<file path="config.mk">
export PLATFORM = sky130hd
export DESIGN_NAME = key_debounce
export DESIGN_NICKNAME = d
export VERILOG_FILES = /design/src/rtl/key_debounce_pkg.sv /design/src/rtl/key_debounce_ch.sv /design/src/rtl/key_debounce.sv
export SDC_FILE = /design/constraint.sdc
export NUM_CORES = 1
export LEC_CHECK = 0
export BUFFER_PORTS_ARGS = -buffer_cell sky130_fd_sc_hd__clkbuf_2
export CORE_MARGIN = 2
export CORE_UTILIZATION = 35
export CTS_CLUSTER_SIZE = 16
export DETAILED_ROUTE_END_ITERATION = 10
export GPL_TIMING_DRIVEN = 0
export PLACE_DENSITY_LB_ADDON = 0.12
export SYNTH_ARGS = -nofsm -noshare
export SYNTH_HDL_FRONTEND = slang
export SYNTH_SLANG_ARGS = --single-unit
</file>
<file path="constraint.sdc">
create_clock -name clk -period 2.6 [get_ports clk]
set_input_delay 0.52 -clock clk [delete_from_list [all_inputs] [get_ports clk]]
set_output_delay 0.52 -clock clk [all_outputs]
set_load 0.005 [all_outputs]
</file>
<file path="src/rtl/key_debounce_pkg.sv">
// key_debounce_pkg: shared FSM state encoding and counter width for the key debouncer.
// Revision 1.0
`default_nettype none

package key_debounce_pkg;

  typedef enum logic [1:0] {
    IDLE      = 2'd0,
    PRESS_CHK = 2'd1,
    PRESSED   = 2'd2,
    REL_CHK   = 2'd3
  } key_state_t;

  localparam int CNT_W = 16;

endpackage

`default_nettype wire

</file>
<file path="src/rtl/key_debounce_ch.sv">
// key_debounce_ch: one-key synchronizer, debounce FSM and optional hold counter (KEY_LONGPRESS_EN).
// Revision 1.0
`default_nettype none

module key_debounce_ch
  import key_debounce_pkg::*;
#(
  parameter int DEBOUNCE_MS = 20,
  parameter int LONG_MS     = 1000
) (
  input  logic clk,
  input  logic rstn,
  input  logic i_key,
  input  logic i_tick,
  output logic o_level,
  output logic o_press,
  output logic o_release,
  output logic o_long
);

  localparam logic [CNT_W-1:0] c_DEB = CNT_W'(DEBOUNCE_MS);

  logic [1:0]       r_sync;
  key_state_t       r_state;
  logic [CNT_W-1:0] r_dcnt;
  logic             r_press;
  logic             r_release;
  logic             w_ks;
  logic [CNT_W-1:0] w_dcnt_inc;
  logic             w_press_acc;
  logic             w_rel_acc;

  assign w_ks        = ~r_sync[1];
  assign w_dcnt_inc  = r_dcnt + CNT_W'(1);
  assign w_press_acc = (r_state == PRESS_CHK) && w_ks && i_tick && (w_dcnt_inc == c_DEB);
  assign w_rel_acc   = (r_state == REL_CHK) && !w_ks && i_tick && (w_dcnt_inc == c_DEB);

  always_ff @(posedge clk or negedge rstn) begin
    if (!rstn) begin
      r_sync <= 2'b11;
    end else begin
      r_sync <= {r_sync[0], i_key};
    end
  end

  // Pin level is checked before the tick so a bounce always wins.
  always_ff @(posedge clk or negedge rstn) begin
    if (!rstn) begin
      r_state   <= IDLE;
      r_dcnt    <= '0;
      r_press   <= 1'b0;
      r_release <= 1'b0;
    end else begin
      r_press   <= w_press_acc;
      r_release <= w_rel_acc;
      case (r_state)
        IDLE: begin
          if (w_ks) begin
            r_state <= PRESS_CHK;
            r_dcnt  <= '0;
          end
        end
        PRESS_CHK: begin
          if (!w_ks) begin
            r_state <= IDLE;
          end else if (i_tick) begin
            r_dcnt <= w_dcnt_inc;
            if (w_press_acc) r_state <= PRESSED;
          end
        end
        PRESSED: begin
          if (!w_ks) begin
            r_state <= REL_CHK;
            r_dcnt  <= '0;
          end
        end
        REL_CHK: begin
          if (w_ks) begin
            r_state <= PRESSED;
          end else if (i_tick) begin
            r_dcnt <= w_dcnt_inc;
            if (w_rel_acc) r_state <= IDLE;
          end
        end
        default: r_state <= IDLE;
      endcase
    end
  end

  assign o_level   = (r_state == PRESSED) || (r_state == REL_CHK);
  assign o_press   = r_press;
  assign o_release = r_release;

`ifdef KEY_LONGPRESS_EN
  localparam logic [CNT_W-1:0] c_LONG = CNT_W'(LONG_MS);

  logic [CNT_W-1:0] r_hcnt;
  logic             r_long;
  logic [CNT_W-1:0] w_hcnt_inc;

  assign w_hcnt_inc = r_hcnt + CNT_W'(1);

  // Hold count survives a REL_CHK bounce; only a fresh press clears it.
  always_ff @(posedge clk or negedge rstn) begin
    if (!rstn) begin
      r_hcnt <= '0;
      r_long <= 1'b0;
    end else if (w_press_acc) begin
      r_hcnt <= '0;
      r_long <= 1'b0;
    end else if (o_level && i_tick && (r_hcnt != '1)) begin
      r_hcnt <= w_hcnt_inc;
      r_long <= (w_hcnt_inc == c_LONG);
    end else begin
      r_long <= 1'b0;
    end
  end

  assign o_long = r_long;
`else
  assign o_long = 1'b0;
`endif

endmodule

`default_nettype wire

</file>
<file path="src/rtl/key_debounce.sv">
// key_debounce: N_KEYS active-low key debouncer with shared 1 ms tick and press index encoder.
// Optional long-press events when KEY_LONGPRESS_EN is defined. Revision 1.0
`default_nettype none

module key_debounce
  import key_debounce_pkg::*;
#(
  parameter int CLK_HZ      = 50_000_000,
  parameter int DEBOUNCE_MS = 20,
  parameter int LONG_MS     = 1000,
  parameter int N_KEYS      = 4
) (
  input  logic                                         clk,
  input  logic                                         rstn,
  input  logic [N_KEYS-1:0]                            key_i,
  output logic [N_KEYS-1:0]                            key_level_o,
  output logic [N_KEYS-1:0]                            key_press_o,
  output logic [N_KEYS-1:0]                            key_release_o,
  output logic [N_KEYS-1:0]                            key_long_o,
  output logic                                         key_valid_o,
  output logic [((N_KEYS > 1) ? $clog2(N_KEYS) : 1)-1:0] key_idx_o
);

  localparam int c_P     = CLK_HZ / 1000;
  localparam int c_TW    = (c_P > 1) ? $clog2(c_P) : 1;
  localparam int c_IDX_W = (N_KEYS > 1) ? $clog2(N_KEYS) : 1;

  logic [c_TW-1:0]    r_tcnt;
  logic               w_tick;
  logic [c_IDX_W-1:0] w_idx;

  assign w_tick = (r_tcnt == c_TW'(c_P - 1));

  always_ff @(posedge clk or negedge rstn) begin
    if (!rstn) begin
      r_tcnt <= '0;
    end else if (w_tick) begin
      r_tcnt <= '0;
    end else begin
      r_tcnt <= r_tcnt + c_TW'(1);
    end
  end

  for (genvar g = 0; g < N_KEYS; g++) begin : g_ch
    key_debounce_ch #(
      .DEBOUNCE_MS (DEBOUNCE_MS),
      .LONG_MS     (LONG_MS)
    ) u_ch (
      .clk       (clk),
      .rstn      (rstn),
      .i_key     (key_i[g]),
      .i_tick    (w_tick),
      .o_level   (key_level_o[g]),
      .o_press   (key_press_o[g]),
      .o_release (key_release_o[g]),
      .o_long    (key_long_o[g])
    );
  end

  // Scan downwards so the lowest pressed index is the last one written.
  always_comb begin
    w_idx = '0;
    for (int i = N_KEYS - 1; i >= 0; i--) begin
      if (key_press_o[i]) w_idx = c_IDX_W'(i);
    end
  end

  assign key_valid_o = |key_press_o;
  assign key_idx_o   = w_idx;

endmodule

`default_nettype wire
</file>
==> impl_results.md <==
* Status: completed
* Most frequent cells after synthesis: dfrtp_1 (96), nand2_1 (80), o21ai_0 (77)
* Leakage power at 3.03 nW
* Die area at around 19000 sq um
* Die Y at 139 um
* Largest family of logic cells by synthesized area: simple AND/OR/NAND/NOR gates
* Final Hold Violating Endpoints at 0
* Power consumption at 3.19 mW
* I/O Buffers at 20
* Net Sw Frac at 0.256
* Total of max-cap violations at 0
* Internal at 2.37 mW
* Residual DRC at 0
* Hold crit path type: in -> async
* Worst Path Buf+Inv at 2
* Root Driver: clkbuf_16
* Synthesized netlist cell count at between 700 and 800
* CTS Sinks at 104
* Effective utilization at floorplan at 0.356
* Worst Path Required at 2.86 ns
* CTS tree: yes
* CTS Buffer Depth at 2
* Clk_lat worst skew at about 0.36 ns
* Reg area at 2620 sq um
* Vias per cell at 5.42
* Remaining Overflow, GRT at 0
* P&R area growth vs syn at 12.6%
* Fmax achieved at 419 MHz
* Post-synthesis xor/xnor area fraction at 0.0385
* Vias post-DR at 5394
* Synth top area share at 0.377
* Placed wire-length estimate at around 10 mm
* Power Dens Cells at 445 nW/um^2
* Gpl congestion at 0.819
* Initial antenna violation count at 0
* Switching power at 816 uW
* FFs w/ async S/R, synth at 1.00
* Multiplexer share of the synthesized area at 0.0194
* Final cycle utilization of the critical path at 0.918
* Count leader, synth: dfrtp_1
* Cts bufs inserted at 9
* Setup Skew at 0.00885 ns
* Worst reg-to-reg setup slack at 0.21 ns
* Synth unique cells at 72
* Crit path launch type: flop
* WL final at around 15 mm
* Die X at 139 um
* Comb power frac at 0.054
* RSZ-0062 raised after global routing: false
* Number of synthesized flops with an enable pin at 0
* Largest cells by area after synthesis: dfrtp_1 (38%), o21ai_0 (6.0%), nand2_1 (4.7%)
* Simple logic cell fraction of the synthesized area at 0.282
* Count of final setup violators at 0
* Synth Area per Inst at 8.76 sq um
* Complex-gate fraction of the synthesized area at 0.170
* Crit end category: flop
* Clk slew on worst S/H paths at about 0.070 ns
* CTS Hold Bufs at 0
* Clock power share at 0.415
* Cells along the critical path: nand4_1 > or3_1 > buf_1 > xnor2_1 > a2111oi_0 > nand4b_1 > buf_4 > nor3_2
* CP peak stage delay at 0.46 ns
* Yosys reg bits at 104
* First-pass GRT wire length at 25.0 mm
* Post-route ant nets at 0
* Share of power burned in registers at 0.532
* Core area at 17900 sq um
* Mapped cell area at 6370 sq um
* CTS H-Tree Depth at 3
* Slew at the pin with the worst max-slew slack at 0.843 ns
* Fin crit period at 2.39 ns
* Most frequently used flop master after synthesis: dfrtp_1
* Site row count at 49
* Pin count of the biggest net entering global routing at 105
* Area of the multi-input gates at 3480 sq um
* Critical path type: reg -> reg
* Nets at about 780
* WL per Instance at 14.8 um
* Pins Over Slew Limit at 0
* Family with the most delay on the worst path: simple AND/OR/NAND/NOR gates
* Drt first pass iters at 5
* Vias in the first global route at about 5k
* Slowest-stage cell, CP: dfrtp_1
* Crit path max fanout at 8
* TNS Setup at 0 ns
* Crit path DAT at 2.64 ns
* Synth Warn # at 0
* Boundary Pins at 25
* Share of cells above drive strength 1 at 0.167
* Adder-cell share of the synthesized area at 0.0177
* Initial DRC Count at around 340
* Worst slew margin at 0.438
* Peak supply drop at 0.379 mV
* Total global-route track usage at 0.156
* Ant. Diodes at 0
* Sequential area share after synthesis at 0.410
* Area leader, netlist: dfrtp_1
* Layout fillers at 1793
## layout make-up
class | instances | area share
multi-input combinational | 547 | 0.485
sequential | 104 | 0.365
buffer | 60 | 0.0448
tap | 229 | 0.0399
clock buffer | 10 | 0.0319
timing repair buffer | 22 | 0.0173
inverter | 18 | 0.00942
clock inverter | 6 | 0.00732
## cell families after synthesis
group / after synthesis
simple gates: 321
flops: 104
compound gates: 173
buf+inv: 79
other cells: 1
xor+xnor: 28
fa+ha+maj: 9
mux: 12
## path summary, 6_finish.rpt
kind | startpoint | end | cells after the start
min reg2reg | g_ch[2].u_ch.r_sync[0] | g_ch[2].u_ch.r_sync[1] | 0
max | g_ch[2].u_ch.r_dcnt[5] | g_ch[2].u_ch.o_press | 8
min in group clk | key_i[2] | g_ch[2].u_ch.r_sync[0] | 1
max in group asynchronous | rstn | g_ch[0].u_ch.r_dcnt[0] | 1
min | rstn | g_ch[1].u_ch.r_dcnt[8] | 1
max reg2reg | g_ch[2].u_ch.r_dcnt[5] | g_ch[2].u_ch.o_press | 8
## power by group through the flow
stage               Combinational, mW  Sequential [mW]  Clock (mW)
finish                          0.171             1.70        1.32
global route                    0.194             1.70        1.45
CTS                             0.172             1.69        1.38
detailed placement              0.171             1.72           0
global placement                0.166             1.72           0
floorplan                       0.106             1.71           0
## registers in the layout (all words and copies together), names as in the netlist, named ones only
register / flops
g_ch.u_ch.r_dcnt: 64
r_tcnt: 16
g_ch.u_ch.r_sync: 8
g_ch.u_ch.o_press: 4
g_ch.u_ch.o_release: 4
g_ch.u_ch.r_state: 4
## repair_timing
action,in CTS,in global routing
setup buffers,0,2
endpoints found under the setup margin,8,39
gates resized for setup,6,19
pin swaps,0,3
## metrics by stage
| stage | cell area, sq um | cells | util | hold slack, ns | setup WS, ns |
|---|---|---|---|---|---|
| 4_1_cts | 7100 | 995 | 0.396 | 0.214 | 0.00729 |
| 2_1_floorplan | 6380 | 730 | - | 0.224 | 0.255 |
| 3_5_place_dp | 6780 | 979 | 0.379 | 0.348 | -0.179 |
| 3_3_place_gp | 6770 | 979 | 0.378 | 0.347 | -0.506 |
| 6_report | 7180 | 996 | 0.401 | 0.233 | 0.214 |
| 5_1_grt | 7180 | 996 | 0.401 | 0.208 | 0.00579 |
## cell usage in the layout, fill, tap and decap left out, types with 9 or more instances in the layout
cell	netlist	layout
buf_4	17	19
buf_2	13	13
o31ai_1	21	21
and2_1	9	9
clkbuf_1	23	21
nor2_1	47	47
a21oi_1	20	19
and3_1	22	22
xor2_1	11	11
nand3_1	36	35
xnor2_1	17	17
o21ai_0	77	77
dfrtp_1	96	92
nor3_1	29	27
mux2i_1	9	9
clkbuf_16	0	9
inv_1	18	18
nand4_1	20	20
nand2_1	80	80
and4_1	10	10
clkbuf_2	4	26
## metal layers
layer	vias to the layer above	wire, um	global-route usage
met5	-	0	0
met2	68	6960	0.254
met3	9	437	0.0366
met4	0	98	0.0335
met1	2622	7220	0.212
li1	2695	-	-
Note: power is estimated with default switching activity, not from simulation.
